### config.mk
export PLATFORM = sky130hd
export DESIGN_NAME = uart_rx
export DESIGN_NICKNAME = d
export VERILOG_FILES = /design/src/rtl/uart_pkg.sv /design/src/rtl/uart_sync2.sv /design/src/rtl/uart_rx.sv
export SDC_FILE = /design/constraint.sdc
export NUM_CORES = 1
export LEC_CHECK = 0
export ABC_AREA = 1
export CAP_MARGIN = 10
export CELL_PAD_IN_SITES_DETAIL_PLACEMENT = 2
export CELL_PAD_IN_SITES_GLOBAL_PLACEMENT = 2
export CORE_UTILIZATION = 33
export DETAILED_ROUTE_END_ITERATION = 10
export PLACE_DENSITY_LB_ADDON = 0.1
export RECOVER_POWER = 100
export SYNTH_ARGS = -nofsm -noshare
export SYNTH_HDL_FRONTEND = slang
export SYNTH_SLANG_ARGS = --single-unit
### constraint.sdc
create_clock -name clk -period 4.7 [get_ports clk]
set_clock_uncertainty 0.2 [all_clocks]
set_input_delay 0.47 -clock clk [delete_from_list [all_inputs] [get_ports clk]]
set_output_delay 0.47 -clock clk [all_outputs]
set_load 0.02 [all_outputs]
### src/rtl/uart_pkg.sv
// Shared UART definitions: FSM state encoding (common with the transmitter) and frame configuration.
package uart_pkg;

  typedef enum logic [2:0] {
    SM_IDLE      = 3'd0,
    SM_RX_START  = 3'd1,
    SM_RX_DATA   = 3'd2,
    SM_RX_PARITY = 3'd3,
    SM_RX_STOP   = 3'd4
  } uart_state_e;

  typedef struct packed {
    logic [3:0] data_bits;
    logic [3:0] parity_bits;
    logic [3:0] stop_bits;
  } uart_frame_cfg_t;

  function automatic uart_frame_cfg_t make_frame_cfg(input int data_bits, input int parity_bits,
                                                     input int stop_bits);
    uart_frame_cfg_t cfg;
    cfg.data_bits   = 4'(data_bits);
    cfg.parity_bits = 4'(parity_bits);
    cfg.stop_bits   = 4'(stop_bits);
    return cfg;
  endfunction

endpackage

### src/rtl/uart_sync2.sv
// Two-flop synchronizer for an asynchronous single-bit input, with a configurable reset value.
module uart_sync2 #(
  parameter logic RESET_VALUE = 1'b1
) (
  input  logic clk_i,
  input  logic rst_i,
  input  logic async_i,
  output logic sync_o
);

  logic meta_q;
  logic sync_q;

  always_ff @(posedge clk_i) begin
    if (rst_i) begin
      meta_q <= RESET_VALUE;
      sync_q <= RESET_VALUE;
    end else begin
      meta_q <= async_i;
      sync_q <= meta_q;
    end
  end

  assign sync_o = sync_q;

endmodule

### src/rtl/uart_rx.sv
// UART receiver: mid-bit sampling, LSB-first, one-cycle data_valid pulse with error flags.
// Optional parity bit enabled by defining UART_RX_PARITY_EN.
module uart_rx
  import uart_pkg::*;
#(
  parameter int DATA_BIT_COUNT = 8,
  parameter int STOP_BIT_COUNT = 1,
  parameter int CLK_PER_BIT    = 8,
  parameter int PARITY_ODD     = 0
) (
  input  logic                      clk,
  input  logic                      rst,
  input  logic                      serial,
  output logic [DATA_BIT_COUNT-1:0] data,
  output logic                      data_valid,
  output logic                      framing_error,
  output logic                      parity_error,
  output logic [2:0]                dbg_state_o
);

  localparam int CW = $clog2(CLK_PER_BIT) + 1;
  localparam logic [CW-1:0] HALF_LAST = CW'(CLK_PER_BIT / 2 - 1);
  localparam logic [CW-1:0] BIT_LAST  = CW'(CLK_PER_BIT - 1);
`ifdef UART_RX_PARITY_EN
  localparam int PAR_BITS = 1;
`else
  localparam int PAR_BITS = 0;
`endif
  localparam uart_frame_cfg_t FRAME_CFG = make_frame_cfg(DATA_BIT_COUNT, PAR_BITS, STOP_BIT_COUNT);
  localparam logic [3:0] DATA_LAST = FRAME_CFG.data_bits - 4'd1;
  localparam logic [3:0] STOP_LAST = FRAME_CFG.stop_bits - 4'd1;

  logic serial_s;

  uart_sync2 #(.RESET_VALUE(1'b1)) u_sync (
    .clk_i  (clk),
    .rst_i  (rst),
    .async_i(serial),
    .sync_o (serial_s)
  );

  uart_state_e               state_q, state_d;
  logic [CW-1:0]             cnt_q, cnt_d;
  logic [3:0]                idx_q, idx_d;
  logic [DATA_BIT_COUNT-1:0] shift_q, shift_d;
  logic                      ferr_acc_q, ferr_acc_d;
  logic [DATA_BIT_COUNT-1:0] data_q, data_d;
  logic                      valid_q, valid_d;
  logic                      fe_q, fe_d;
`ifdef UART_RX_PARITY_EN
  logic                      par_q, par_d;
  logic                      pe_q, pe_d;
`endif

  always_ff @(posedge clk) begin
    if (rst) begin
      state_q    <= SM_IDLE;
      cnt_q      <= '0;
      idx_q      <= '0;
      shift_q    <= '0;
      ferr_acc_q <= 1'b0;
      data_q     <= '0;
      valid_q    <= 1'b0;
      fe_q       <= 1'b0;
`ifdef UART_RX_PARITY_EN
      par_q      <= 1'b0;
      pe_q       <= 1'b0;
`endif
    end else begin
      state_q    <= state_d;
      cnt_q      <= cnt_d;
      idx_q      <= idx_d;
      shift_q    <= shift_d;
      ferr_acc_q <= ferr_acc_d;
      data_q     <= data_d;
      valid_q    <= valid_d;
      fe_q       <= fe_d;
`ifdef UART_RX_PARITY_EN
      par_q      <= par_d;
      pe_q       <= pe_d;
`endif
    end
  end

  always_comb begin
    state_d    = state_q;
    cnt_d      = cnt_q;
    idx_d      = idx_q;
    shift_d    = shift_q;
    ferr_acc_d = ferr_acc_q;
    data_d     = data_q;
    valid_d    = 1'b0;
    fe_d       = fe_q;
`ifdef UART_RX_PARITY_EN
    par_d      = par_q;
    pe_d       = pe_q;
`endif
    unique case (state_q)
      SM_IDLE: begin
        if (!serial_s) begin
          state_d = SM_RX_START;
          cnt_d   = '0;
        end
      end
      SM_RX_START: begin
        if (cnt_q == HALF_LAST) begin
          cnt_d      = '0;
          idx_d      = '0;
          ferr_acc_d = 1'b0;
          state_d    = serial_s ? SM_IDLE : SM_RX_DATA;
        end else begin
          cnt_d = cnt_q + 1'b1;
        end
      end
      SM_RX_DATA: begin
        if (cnt_q == BIT_LAST) begin
          cnt_d = '0;
          // Shifting in from the top leaves the first bit received at the LSB.
          shift_d = {serial_s, shift_q[DATA_BIT_COUNT-1:1]};
          if (idx_q == DATA_LAST) begin
            idx_d = '0;
`ifdef UART_RX_PARITY_EN
            state_d = SM_RX_PARITY;
`else
            state_d = SM_RX_STOP;
`endif
          end else begin
            idx_d = idx_q + 4'd1;
          end
        end else begin
          cnt_d = cnt_q + 1'b1;
        end
      end
      SM_RX_PARITY: begin
`ifdef UART_RX_PARITY_EN
        if (cnt_q == BIT_LAST) begin
          cnt_d   = '0;
          par_d   = serial_s;
          state_d = SM_RX_STOP;
        end else begin
          cnt_d = cnt_q + 1'b1;
        end
`else
        state_d = SM_IDLE;
`endif
      end
      SM_RX_STOP: begin
        if (cnt_q == BIT_LAST) begin
          cnt_d = '0;
          if (idx_q == STOP_LAST) begin
            // Leave at mid-stop so a start bit right behind it is not missed.
            state_d = SM_IDLE;
            idx_d   = '0;
            valid_d = 1'b1;
            data_d  = shift_q;
            fe_d    = ferr_acc_q | ~serial_s;
`ifdef UART_RX_PARITY_EN
            pe_d    = ((^shift_q) ^ par_q) != 1'(PARITY_ODD);
`endif
          end else begin
            idx_d      = idx_q + 4'd1;
            ferr_acc_d = ferr_acc_q | ~serial_s;
          end
        end else begin
          cnt_d = cnt_q + 1'b1;
        end
      end
      default: state_d = SM_IDLE;
    endcase
  end

  assign data          = data_q;
  assign data_valid    = valid_q;
  assign framing_error = fe_q;
  assign dbg_state_o   = state_q;
`ifdef UART_RX_PARITY_EN
  assign parity_error  = pe_q;
`else
  logic unused_parity_odd;
  assign unused_parity_odd = (PARITY_ODD != 0);
  assign parity_error  = 1'b0;
`endif

endmodule

# After elaboration in Yosys (flattened, before gate mapping)
# Index checks and enable logic that the tools add are counted.
classes:
  n_addsub: 2
  eq_ne: 13
  mux: 23
  bitwise_logic: 4
  reduce_logical: 13
ops:
  columns: ["operator", "n"]
  rows:
  - ["4-bit 2-to-1 mux", 8]
  - ["4-bit one-hot mux with 3 select lines", 2]
  - ["3-bit 2-to-1 mux", 6]
  - ["2-bit inequality test, second input constant", 7]
  - ["3-bit one-hot mux with 4 select lines", 1]
  - ["4-bit by 1-bit adder with 4-bit output, second input constant", 2]
  - ["4-bit by 3-bit == test with 1-bit output, second input constant", 2]
  - ["4-bit AND reduction", 2]
  - ["6-bit AND reduction", 1]
  - ["3-bit nonzero test", 2]
  - ["4-bit by 2-bit == test with 1-bit output, second input constant", 1]
  - ["4-bit logical NOT", 1]
  - ["1-bit 2-to-1 mux", 4]
  - ["2-bit AND reduction", 2]
  - ["3-bit by 1-bit == test with 1-bit output, second input constant", 1]
  - ["3-bit by 2-bit == test with 1-bit output, second input constant", 1]
  - ["3-bit == test, second input constant", 1]
  - ["3-bit logical NOT", 1]
  - ["1-bit inverter", 3]
  - ["3-bit AND reduction", 1]
  - ["3-bit OR reduction", 1]
  - ["2-bit 2-to-1 mux", 1]
  - ["1-bit one-hot mux with 2 select lines", 1]
  - ["2-bit nonzero test", 1]
  - ["2 further kinds", 2]
totals:
  register_bits: 32
  input_bits: 3
  output_inout_bits: 14

# Logic depth before layout (Yosys ltp)
depth:
  depth_word: 5
  mapped_depth: 11
  ltp_nobuf: 11

# By module
# A second synthesis with hierarchy kept.
unflattened:
  cells_unflattened: 208
  hier_area_um2: 1482.7
by_module_without_submodules:
  columns: ["module", "n_inst", "cells_per_inst", "area_each_um2", "seq_area_each_um2"]
  rows:
  - ["uart_rx", 1, 201, 1423.9, 600.6]
  - ["uart_sync2", 1, 7, 58.8, 40.0]

# Least setup slack after synthesis
# OpenSTA, ideal clock, no wires.
synth_timing:
  path_type: "reg-to-reg"
  startpoint: "register cnt_q[0]"
  endpoint: "register data_q[0] (netlist: data[0])"
  setup_ps: 116
  t_arrival_ps: 1244
  required_ps: 4384
  path_slack_ps: 3140
  stages_incl_launch_ff: 9
  n_path_buf: 0
  path_cell_list: "dfxtp_1 ha_1 nand2_2 inv_2 nand2_4 nor3_4 inv_4 nor2_1 nor2_1"
synth_between:
  elab_chain_len: 2
synth_lines:
  columns: ["element", "line_no", "text"]
  rows:
  - ["from (decl)", "uart_rx.sv:43", "logic [CW-1:0] cnt_q, cnt_d;"]
  - ["from (signal assigned)", "uart_rx.sv:71", "cnt_q <= cnt_d;"]
  - ["4-bit by 3-bit == test with 1-bit output", "uart_rx.sv:148", "if (cnt_q == BIT_LAST) begin"]
  - ["3-bit AND reduction (no source line)", null, null]
  - ["to (signal assigned)", "uart_rx.sv:75", "data_q <= data_d;"]
  - ["to (decl)", "uart_rx.sv:47", "logic [DATA_BIT_COUNT-1:0] data_q, data_d;"]
# Every way passes these cells.
# A chain may end at the register's enable or synchronous reset.

# Worst setup path after layout
layout_timing:
  startpoint: "register cnt_q[0]"
  endpoint: "register data_q[1] (netlist: data[1])"
# The elaborated chain is that of the path after synthesis.

==> out/qor.yml <==
run_status:
  status: "finished clean"
drt:
  vias: 1361
  via_per_inst: 4.99
  routed_wl_um: 4120
  ant_nets: 0
  wl_per_cell_um: 15.1
  drt_iter0_drc: 55
  dr.pass1.iters: 4
  remaining_drc_errors: 0
floorplanning:
  start_util: 0.355
  row_count: 23
  die_y_um: 68.8
  die_area_um2: 4730
  die_w_um: 68.8
  ios: 17
  core_um2: 4140
timing:
  finalMaxSlewViolations: 0
  max_freq_mhz: 371
  finalHoldWorstSlack_ns: 0.238
  worst_pin_slew_ns: 1.36
  setup_viol: 0
  min_period_ns: 2.70
  rsz0062_at_grt: "no"
  fin_crit_sh: 0.574
  fin_setup_tns_ns: 0
  maxSlewHeadroom: 0.0863
  hold_viol: 0
synthesis:
  ys_types: 26
  synthesis.area_um2: 1470
  synthMuxAreaShare: 0
  synth_top_area_cell: "dfxtp_1"
  synth_area_per_cell_um2: 7.18
  netlist_top_cells_count: "nor2_1 (51), nand2_1 (35), dfxtp_1 (32)"
  async_reset_ff_frac: 0
  synth_most_common_cell: "nor2_1"
  synth-main-ff-cell: "dfxtp_1"
  yosysSeqAreaShare: 0.435
  synth_compound_area_frac: 0.112
  synth.top_cell.area_share: 0.435
  syn_inst: 205
  synth_top_family_by_area: "simple AND/OR/NAND/NOR gates"
  synthXorXnorAreaFrac: 0.0119
  synth_fa_ha_area_frac: 0.0255
  syn-num-nets: 211
  synth_seq_cells: 32
  yosys_warnings: 0
  synth_simple_gate_area_frac: 0.349
  synth_edf_count: 0
  yosys-top-cells-area: "dfxtp_1 (44%), nor2_1 (13%), nand2_1 (8.9%)"
global_routing:
  grt_max_degree: 23
  grt_use_total: 0.203
  antenna_found_initial: 0
  grt_pass1_wl_um: 6760
  grt_overflow: 0
  grt_pass1_vias: 1438
hold_path:
  min-delay-start: "u_sync.meta_q"
  hp-class: "register to register"
  min_to: "u_sync.sync_o"
  holdPathStages: 1
clock_network:
  ctsHoldBuffers: 0
  numCtsBuffers: 5
  cts_buffer_depth: 2
  clock-root-buffer: "clkbuf_8"
  cts_resized: 0
  clk-insertion-delay-late_ns: 0.28
  cts_setup_buffers: 0
  clock-sinks: 32
  clk_pin_slew_worst_paths_ns: 0.07
  tritoncts: "done"
  h-tree-depth: 2
place:
  io_buffers: 15
  dp_hpwl_um: 3100
  gp_routability_congestion: 0.792
run:
  cap_violations: 0
finish:
  utilization: 0.412
  drive_gt1_frac: 0.0942
  antenna_cells: 0
  syn_to_final_growth_pct: 16.0
  nNetsFinal: 229
power_and_ir_drop:
  comb_power_share: 0.389
  leakagePower_nw: 0.807
  netSwitchingPower_w: 0.000373
  power_frac_seq: 0.377
  intPower_w: 0.000504
  p_per_area_nw_per_um2: 514
  clkPwrFrac: 0.234
  swShare: 0.425
  max-vdd-ir-drop_mv: 0.214
worst_setup_path:
  endpoint_kind: "register"
  cp-start-kind: "register"
  reg2reg_to: "data[1]"
  cp_top_family: "simple AND/OR/NAND/NOR gates"
  crit_cells: 8
  worstPathCellList: "ha_1 -> nand2_2 -> inv_1 -> nand2_1 -> nor3_1 -> inv_4 -> nor2_1 -> nor2_1"
  crit_path_top_delay_cell: "nor3_1"
  cp_max_fo: 10
  slowest_delay_ns: 1.06
  r2r_slack_ns: 2.00
  cp_data_arrival_time_ns: 2.67
  critPathLaunch: "cnt_q[0]"
  r2r_cells: 8
  worstSetupPathType: "register to register"
  r2r_start: "cnt_q[0]"
  cp_common_cell: "nor2_1"
  cp.required_ns: 4.68
  path_buf_inv: 2
routing by layer:
layer  GRT usage  part of all wire
met1       0.226              0.46
met4      0.0689             0.014
met3      0.0444             0.022
met5           0                 0
met2       0.376              0.50
per-stage QoR:
stage               total power, W  area [um^2]  instances  setup WS (ns)
floorplan                 0.000598         1470        205           3.14
global placement          0.000683         1660        266           2.53
detailed placement        0.000704         1660        266           2.36
CTS                       0.000913         1740        273           2.57
global route              0.000946         1710        273           1.69
finish                    0.000876         1710        273           2.00
state kept, by name (all words and copies together) (netlist names):
name and count:
cnt_q 4, data 8, data_valid 1, dbg_state_o 3, ferr_acc_q 1, framing_error 1, idx_q 4, shift_q 8
u_sync.meta_q 1, u_sync.sync_o 1
layout make-up:
| cell class | instances | area (um^2) |
|---|---|---|
| well taps | 50 | 62.6 |
| multi-input cells | 152 | 709 |
| clock buffers | 6 | 72.6 |
| repair buffers | 15 | 150 |
| flip-flops and latches | 32 | 641 |
| clock inverters | 1 | 5.00 |
| inverters | 17 | 66.3 |
| fillers | 499 | 2440 |
worst register-to-register path: cells and delay by family (launching register included):
family | cells | cell delay, ns
fa+ha+maj | 1 | 0.25
buf+inv | 2 | 0.25
flops | 1 | 0.37
simple gates | 5 | 1.51
placed cells by master (no fill, tap or decap):
cell	Yosys	routed
dfxtp_1	32	32
xor2_1	2	2
nor2_4	2	1
a31oi_1	1	1
ha_1	3	3
dlygate4sd3_1	0	14
inv_1	14	15
clkdlybuf4s50_1	0	1
nor2_1	51	52
o21ai_2	1	1
nor2_2	2	2
o21ai_1	2	2
nand2_1	35	37
conb_1	1	1
nand4_1	2	2
nand3_2	1	1
inv_4	1	1
nand3_1	10	10
inv_2	2	1
clkinv_2	0	1
nand2_2	7	6
a21oi_1	10	10
clkbuf_1	2	1
o21ai_0	18	18
nor3_1	0	1
or2_2	2	2
clkbuf_8	0	5
worst max path at each step:
stage                 end  slack (ns)
6_report          data[1]        2.00
5_1_grt           data[3]        1.69
4_1_cts          cnt_q[0]        2.57
3_5_place_dp   shift_q[7]        2.36
3_3_place_gp     cnt_q[0]        2.53
2_1_floorplan     data[0]        3.14
power groups by stage:
| stage | clock network (W) | logic [W] | registers [W] |
|---|---|---|---|
| 6_report | 0.000205 | 0.000341 | 0.000331 |
| 5_1_grt | 0.000221 | 0.000389 | 0.000335 |
| 4_1_cts | 0.000210 | 0.000371 | 0.000332 |
| 3_5_place_dp | 0 | 0.000367 | 0.000337 |
| 3_3_place_gp | 0 | 0.000348 | 0.000335 |
| 2_1_floorplan | 0 | 0.000255 | 0.000342 |
logic make-up after synthesis:
| group | Yosys count |
|---|---|
| flip-flops | 32 |
| other | 1 |
| XOR/XNOR | 2 |
| buffers and inverters | 21 |
| AND/OR/NAND/NOR | 114 |
| AO/OA/AOI/OAI | 32 |
| adder cells (fa/ha/maj) | 3 |
No activity file was read; power rests on OpenSTA's default activity.
